## src/rtl/serial_pkg.sv

```systemverilog
// Shared types and helpers for the serial shift controller.
package serial_pkg;

  typedef enum logic [1:0] {
    IDLE  = 2'd0,
    SHIFT = 2'd1,
    GAP   = 2'd2
  } ser_state_t;

  // Width of a counter that must hold values 0..n-1, never narrower than 1 bit.
  function automatic int unsigned cnt_width(input int unsigned n);
    int unsigned w;
    w = $clog2(n);
    return (w < 1) ? 1 : w;
  endfunction

endpackage

```

## src/rtl/piso_shift_reg.sv

```systemverilog
// Parallel-in/serial-out shift register; zeros are shifted in behind the data.
module piso_shift_reg #(
  parameter int unsigned WIDTH     = 4,
  parameter bit          LSB_FIRST = 1'b0
) (
  input  logic             clk,
  input  logic             reset,
  input  logic             load_i,
  input  logic [WIDTH-1:0] data_i,
  input  logic             shift_en_i,
  input  logic             clear_i,
  output logic             ser_o
);

  logic [WIDTH-1:0] shreg;

  // Register update: reset, clear, load and shift in decreasing priority.
  always_ff @(posedge clk) begin
    if (!reset) begin
      shreg <= '0;
    end else if (clear_i) begin
      shreg <= '0;
    end else if (load_i) begin
      shreg <= data_i;
    end else if (shift_en_i) begin
      if (LSB_FIRST) begin
        shreg <= {1'b0, shreg[WIDTH-1:1]};
      end else begin
        shreg <= {shreg[WIDTH-2:0], 1'b0};
      end
    end
  end

  // Output bit is taken straight from the end of the register.
  always_comb begin
    ser_o = LSB_FIRST ? shreg[0] : shreg[WIDTH-1];
  end

endmodule

```

## src/rtl/serial_shift_ctrl.sv

```systemverilog
// Frame sequencer: accepts a word over valid/ready, shifts it out under a
// frame strobe, enforces an idle gap and counts completed frames.
module serial_shift_ctrl
  import serial_pkg::*;
#(
  parameter int unsigned WIDTH      = 4,
  parameter int unsigned GAP_CYCLES = 1,
  parameter bit          LSB_FIRST  = 1'b0,
  parameter int unsigned CNT_W      = 8
) (
  input  logic             clk,
  input  logic             reset,
  input  logic [WIDTH-1:0] par_i,
  input  logic             par_valid_i,
  output logic             par_ready_o,
  input  logic             abort_i,
  output logic             x_o,
  output logic             frame_o,
  output logic             done_o,
  output logic             busy_o,
  output logic [CNT_W-1:0] frame_cnt_o
);

  localparam int unsigned BW = cnt_width(WIDTH);
  localparam int unsigned GW = cnt_width(GAP_CYCLES + 1);
  localparam logic [BW-1:0] BIT_LAST = BW'(WIDTH - 1);
  localparam logic [GW-1:0] GAP_LAST = (GAP_CYCLES > 0) ? GW'(GAP_CYCLES - 1) : '0;

  ser_state_t    state, next_state;
  logic [BW-1:0] bit_cnt;
  logic [GW-1:0] gap_cnt;
  logic          ready;
  logic          accept;
  logic          done;
  logic          frame;
  logic          last_bit;
  logic          ser_bit;

  piso_shift_reg #(
    .WIDTH    (WIDTH),
    .LSB_FIRST(LSB_FIRST)
  ) u_shreg (
    .clk       (clk),
    .reset     (reset),
    .load_i    (accept),
    .data_i    (par_i),
    .shift_en_i(state == SHIFT),
    .clear_i   ((state == SHIFT) && abort_i),
    .ser_o     (ser_bit)
  );

  // Handshake, strobes and next-state selection.
  // With no gap, the last bit cycle doubles as an accept slot so that the
  // next word is loaded on the same edge that retires the current one.
  always_comb begin
    next_state = state;
    ready      = 1'b0;
    done       = 1'b0;
    frame      = 1'b0;
    last_bit   = (state == SHIFT) && (bit_cnt == BIT_LAST);
    unique case (state)
      IDLE: begin
        ready = !abort_i;
        if (par_valid_i && ready) begin
          next_state = SHIFT;
        end
      end
      SHIFT: begin
        frame = 1'b1;
        if (abort_i) begin
          next_state = IDLE;
        end else if (last_bit) begin
          done = 1'b1;
          if (GAP_CYCLES == 0) begin
            ready = 1'b1;
          end
          if (GAP_CYCLES == 0 && par_valid_i) begin
            next_state = SHIFT;
          end else if (GAP_CYCLES > 0) begin
            next_state = GAP;
          end else begin
            next_state = IDLE;
          end
        end
      end
      GAP: begin
        if (gap_cnt == GAP_LAST) begin
          next_state = IDLE;
        end
      end
      default: begin
        next_state = IDLE;
      end
    endcase
    accept = par_valid_i && ready;
  end

  // State register.
  always_ff @(posedge clk) begin
    if (!reset) begin
      state <= IDLE;
    end else begin
      state <= next_state;
    end
  end

  // Bit position within the frame; restarts on every load.
  always_ff @(posedge clk) begin
    if (!reset) begin
      bit_cnt <= '0;
    end else if (accept || state != SHIFT || abort_i || last_bit) begin
      bit_cnt <= '0;
    end else begin
      bit_cnt <= bit_cnt + BW'(1);
    end
  end

  // Idle-gap cycle counter, only advances while the gap continues.
  always_ff @(posedge clk) begin
    if (!reset) begin
      gap_cnt <= '0;
    end else if (state == GAP && next_state == GAP) begin
      gap_cnt <= gap_cnt + GW'(1);
    end else begin
      gap_cnt <= '0;
    end
  end

  // Completed-frame counter, wraps naturally at its width.
  always_ff @(posedge clk) begin
    if (!reset) begin
      frame_cnt_o <= '0;
    end else if (done) begin
      frame_cnt_o <= frame_cnt_o + CNT_W'(1);
    end
  end

  // Output drive; serial data is forced low outside a frame.
  always_comb begin
    par_ready_o = ready;
    done_o      = done;
    frame_o     = frame;
    x_o         = frame ? ser_bit : 1'b0;
    busy_o      = (state != IDLE);
  end

endmodule

```

## config.mk

```make
export PLATFORM = sky130hd
export DESIGN_NAME = serial_shift_ctrl
export DESIGN_NICKNAME = d
export VERILOG_FILES = /design/src/rtl/serial_pkg.sv /design/src/rtl/piso_shift_reg.sv /design/src/rtl/serial_shift_ctrl.sv
export SDC_FILE = /design/constraint.sdc
export NUM_CORES = 1
export LEC_CHECK = 0
export ABC_CLOCK_PERIOD_IN_PS = 1450
export CORE_MARGIN = 2
export CORE_UTILIZATION = 43
export CTS_BUF_LIST = sky130_fd_sc_hd__clkbuf_8
export DETAILED_ROUTE_END_ITERATION = 6
export GPL_ROUTABILITY_DRIVEN = 0
export PLACE_DENSITY = 0.76
export SLEW_MARGIN = 20
export SYNTH_ARGS = -nofsm -noshare
export SYNTH_HDL_FRONTEND = slang
export SYNTH_SLANG_ARGS = --single-unit
export TNS_END_PERCENT = 5
```

## constraint.sdc

```tcl
create_clock -name clk -period 1.45 [get_ports clk]
set_input_delay 0.145 -clock clk [delete_from_list [all_inputs] [get_ports clk]]
set_output_delay 0.145 -clock clk [all_outputs]
set_load 0.05 [all_outputs]
```

### Word level (Yosys, flattened, before mapping)

Cells that the tools add are included.

* flip-flop bits (word level): 17
* input bits: 8
* output and inout bits: 13
* word-level logic and storage cells: 42

* $add $sub $neg: 3
* equality and inequality tests: 5
* muxes and demuxes: 13
* bitwise logic cells: 1
* reduce and logical (&&, ||, !) cells: 15

Operator list (number)
* $add 8x1->8 const B: 1
* $mux 2: 4
* $mux 4: 2
* $eq 2x2->1 const B: 3
* $mux 1: 6
* $pmux 2 s3: 1
* $logic_and 1x1->1: 5
* $reduce_bool 2->1: 2
* $reduce_or 2->1: 2
* $logic_or 1x1->1: 3
* $add 2x1->2 const B: 1
* $eq 2x1->1 const B: 1
* $logic_not 2->1: 1
* $ne 2x1->1 const B: 1
* $reduce_and 2->1: 1
* $add 1x1->1 const B: 1
* $logic_not 1->1: 1
* $not 1->1: 1

### Depth between registers and ports, before layout

* word-level depth: 8
* mapped depth: 6
* depth with buffers taken out: 5

### By module

A second synthesis with hierarchy kept.

* cell total of the unflattened synthesis: 87
* area, all modules: 780.7 um^2

Modules (own cells, without submodules)
* serial_shift_ctrl: times used 1, cells an instance 69, area an instance 601.8 um^2, sequential area each 260.2 um^2
* piso_shift_reg: times used 1, cells an instance 18, area an instance 178.9 um^2, sequential area each 80.1 um^2

### Worst setup path after synthesis

No wires, ideal clock.

* path type: register to output
* start point: reg state[0]
* end point: out x_o
* arrival: 1620 ps
* required time: 1305 ps
* slack: -315 ps
* stages on the path, launching flop included: 5
* buffers on the path: 1
* path through: dfxtp_1 buf_4 or2b_1 inv_1 and2_1

* word-level cells in the longest chain between the ends: 3

RTL lines
* from (decl): RTL line serial_shift_ctrl.sv:29 `ser_state_t state, next_state;`
* from (signal assigned): RTL line serial_shift_ctrl.sv:103 `state <= next_state;`
* $eq 2x1->1: RTL line serial_shift_ctrl.sv:61 `unique case (state)`
* $mux 1: RTL line serial_shift_ctrl.sv:61
* named net frame_o: RTL line serial_shift_ctrl.sv:18 `output logic frame_o,`
* $mux 1: RTL line serial_shift_ctrl.sv:143 `x_o = frame ? ser_bit : 1'b0;`
* to (decl): RTL line serial_shift_ctrl.sv:17 `output logic x_o,`

The timed path passes the listed nets, and every way through them passes these cells.

### Final worst setup path

* start point: in abort_i
* end point: reg frame_cnt_o[6]

* word-level cells in the longest chain between the ends: 2

RTL lines
* from (decl): RTL line serial_shift_ctrl.sv:16 `input logic abort_i,`
* $mux 1: RTL line serial_shift_ctrl.sv:70 `if (abort_i) begin`
* $mux 1: RTL line serial_shift_ctrl.sv:61
* to (signal assigned): RTL line serial_shift_ctrl.sv:134 `frame_cnt_o <= frame_cnt_o + CNT_W'(1);`
* to (decl): RTL line serial_shift_ctrl.sv:21 `output logic [CNT_W-1:0] frame_cnt_o`

Every way passes these cells.
A chain may end at the register's enable or synchronous reset.

==> impl_metrics.toml <==
[run_status]
outcome = "finished, violations left"
violations = "setup timing"

[global_route]
grt_max_degree = 10
grt.overflow.total = 0
antenna_found_initial = 0
grt_usage_pct = 18.7
grt_pass1_vias = 672
grt_first_pass_wirelength_um = 2790

[synthesis]
synth_cell_types = 33
synth_top_area_share_pct = 44.6
yosys.area_share.simple_pct = 24.8
synth_xor_area_share_pct = 1.15
netlist_top_cells_count = "dfxtp_1 (17), a21oi_1 (9), inv_1 (6), nand2_1 (5), nor2_1 (5)"
synthArstFlopShare_pct = 0
synthMuxAreaShare_pct = 2.62
synth_edf_count = 0
synth-seq-cells = 17
synth_seq_area_share_pct = 44.6
synth_area_um2 = 763
yosys.area.top_type = "dfxtp_1"
syn_nets = 96
yosys_warnings = 0
ys.flop_type = "dfxtp_1"
synth.most_common_cell = "dfxtp_1"
netlist_instances = 86
synth_compound_area_share_pct = 17.5
ys_top_cells_by_area = "dfxtp_1 (45%), a21oi_1 (5.9%), o31ai_1 (3.9%), or4_1 (3.9%), ha_1 (3.3%)"
synth_top_family_by_area = "simple AND/OR/NAND/NOR gates"
syn_avg_cell_area_um2 = 8.87
synthAdderAreaFrac_pct = 3.28

[drt]
routed-via-count = 780
antenna_left = 0
drc_errors = 0
routed_wl_um = 1880
dr.pass1.iters = 4
first_iter_violations = 18
vias_per_cell = 5.57
wl_per_cell_um = 13.4

[power]
p_comb_share_pct = 14.6
power.switching_w = 0.000221
vdd_ir_drop_max_v = 0.000513
p_sw_share_pct = 23.0
powerDensity_nw_per_um2 = 762
leakagePower_nw = 0.502
clkPwrFrac_pct = 35.2
p_total_w = 0.000961
p_seq_share_pct = 50.2
p_int_w = 0.000741

[sta]
max_freq_mhz = 679
skew_ps = 4.53
min_period_ps = 1470
fin_ws_ps = -23.2
hold_slack_ps = 433
rsz0062_at_grt = "yes"
finalSetupViolCount = 3
drv_slew = 0
post-route-period-util_pct = 102
hold_violations = 0

[setup_path]
max_stage_delay_ps = 520
startpoint_type = "input port"
critical_path_required_ps = 1630
cp_slowest_cell = "or4_1"
path_class = "in -> reg"
cp_data_arrival_time_ps = 1650
path_max_fanout = 5
end_kind = "register"
path_cells = "clkdlybuf4s50_1, buf_4, or2_4, or4_1, a21oi_1"
reg2reg_depth = 5

[placed_design]
dp_hpwl_um = 1270
place_inst = 131
dpl_cell_area_um2 = 1100
io_buffers = 20

[clock_network]
clockRootBuffer = "clkbuf_8"
cts_tree = "built"
worstSkewPairLatency_ps = 250
ctsLongestPathBuffers = 2
cts_sinks = 17
cts.hold.buffers_added = 0
cts_buffers = 3
path_clk_slew_ps = 60
htreeDepth = 1

[final_layout]
drive_above_1_share_pct = 50.4
num_antenna_cells = 0
multi_input_area_um2 = 444
finalInstanceArea_um2 = 1260
fin_cells = 140
nNetsFinal = 134
ff_latch_area_um2 = 353
utilization_pct = 74.7
fillers = 111
area_delta_synth_final_pct = 65.4

[floorplan]
start_util_pct = 45.2
io_pins = 21
placementRows = 15
die_w_um = 46.1
coreArea_um2 = 1690
dieArea_um2 = 2130
die_h_um = 46.1

[min_path]
hold_class = "reg -> reg"
whs_path_depth = 1

[job]
max_cap_viol_count = 0
==> flip-flops by register name, indices dropped and copies added, names as in the netlist <==
| signal | flops |
|---|---|
| bit_cnt | 2 |
| frame_cnt_o | 8 |
| gap_cnt | 1 |
| state | 2 |
| u_shreg.shreg | 4 |
==> cells by family after synthesis <==
group                    Yosys count
AO/OA/AOI/OAI                     21
XOR/XNOR                           1
adder cells (fa/ha/maj)            2
buffers and inverters             10
flip-flops                        17
multiplexers                       2
other                              1
AND/OR/NAND/NOR                   32
==> per-layer routing <==
metal / part of all wire, % / track usage, % / up-vias
met3: 2.7 / 3.92 / 6
li1: - / - / 390
met4: 2.9 / 11.4 / 0
met1: 44 / 23.7 / 367
met2: 51 / 28.6 / 17
met5: 0 / 0 / -
==> worst max-delay path: cells and delay by family <==
family,cells,cell delay (ps)
and+or+nand+nor,2,780
buffers and inverters,2,610
AOI/OAI and AO/OA,1,130
==> path summary, 6_finish.rpt <==
kind                               from                           to  slack, ps
setup / recovery                abort_i  frame_cnt_o[6]$_SDFFE_PN0P_        -20
hold / removal    bit_cnt[0]$_SDFF_PP0_        bit_cnt[0]$_SDFF_PP0_        430
setup reg to reg  bit_cnt[1]$_SDFF_PP0_  frame_cnt_o[5]$_SDFFE_PN0P_         30
hold reg to reg   bit_cnt[0]$_SDFF_PP0_        bit_cnt[0]$_SDFF_PP0_        430
==> per-stage QoR <==
| step | setup WS (ps) | setup TNS (ps) |
|---|---|---|
| 2_1_floorplan | -10.3 | -31.8 |
| 3_5_place_dp | -292 | -2350 |
| 3_3_place_gp | -234 | -1970 |
| 5_1_grt | -60.4 | -388 |
| 4_1_cts | 5.25 | 0 |
| 6_report | -23.2 | -37.8 |
==> cell type report <==
type	count	area share, %
inverters	6	2.08
multi-input cells	59	35.2
clock inverters	1	0.297
flip-flops and latches	17	27.9
repair buffers	37	29.5
well taps	17	1.68
clock buffers	3	3.27
==> power by group through the flow <==
stage	combinational [W]	sequential, W	clock [W]
2_1_floorplan	0.0000588	0.000490	0
6_report	0.000140	0.000483	0.000338
3_3_place_gp	0.000120	0.000491	0
3_5_place_dp	0.000122	0.000492	0
4_1_cts	0.000134	0.000482	0.000346
5_1_grt	0.000149	0.000483	0.000380
==> layout by cell type (no fill, tap or decap), drive strengths merged, types with 2 or more instances in the layout <==
| cell type | synthesis | final |
|---|---|---|
| buf | 2 | 30 |
| dfxtp | 17 | 17 |
| a21oi | 9 | 9 |
| clkdlybuf4s50 | 0 | 7 |
| inv | 6 | 6 |
| nand2 | 5 | 5 |
| nor2 | 5 | 5 |
| nand3 | 4 | 4 |
| o31ai | 4 | 4 |
| or4 | 4 | 4 |
| clkbuf | 2 | 3 |
| or2 | 2 | 2 |
| mux2i | 2 | 2 |
| a211oi | 2 | 2 |
| nor4 | 2 | 2 |
| nand4 | 2 | 2 |
| o21ai | 2 | 2 |
| or3 | 2 | 2 |
| ha | 2 | 2 |
==> timing repair <==
action	CTS	global route
pin swaps	5	3
setup endpoints to repair	9	13
setup buffers	5	0
gates resized for setup	10	13
Note: power is estimated with default switching activity, not from simulation.
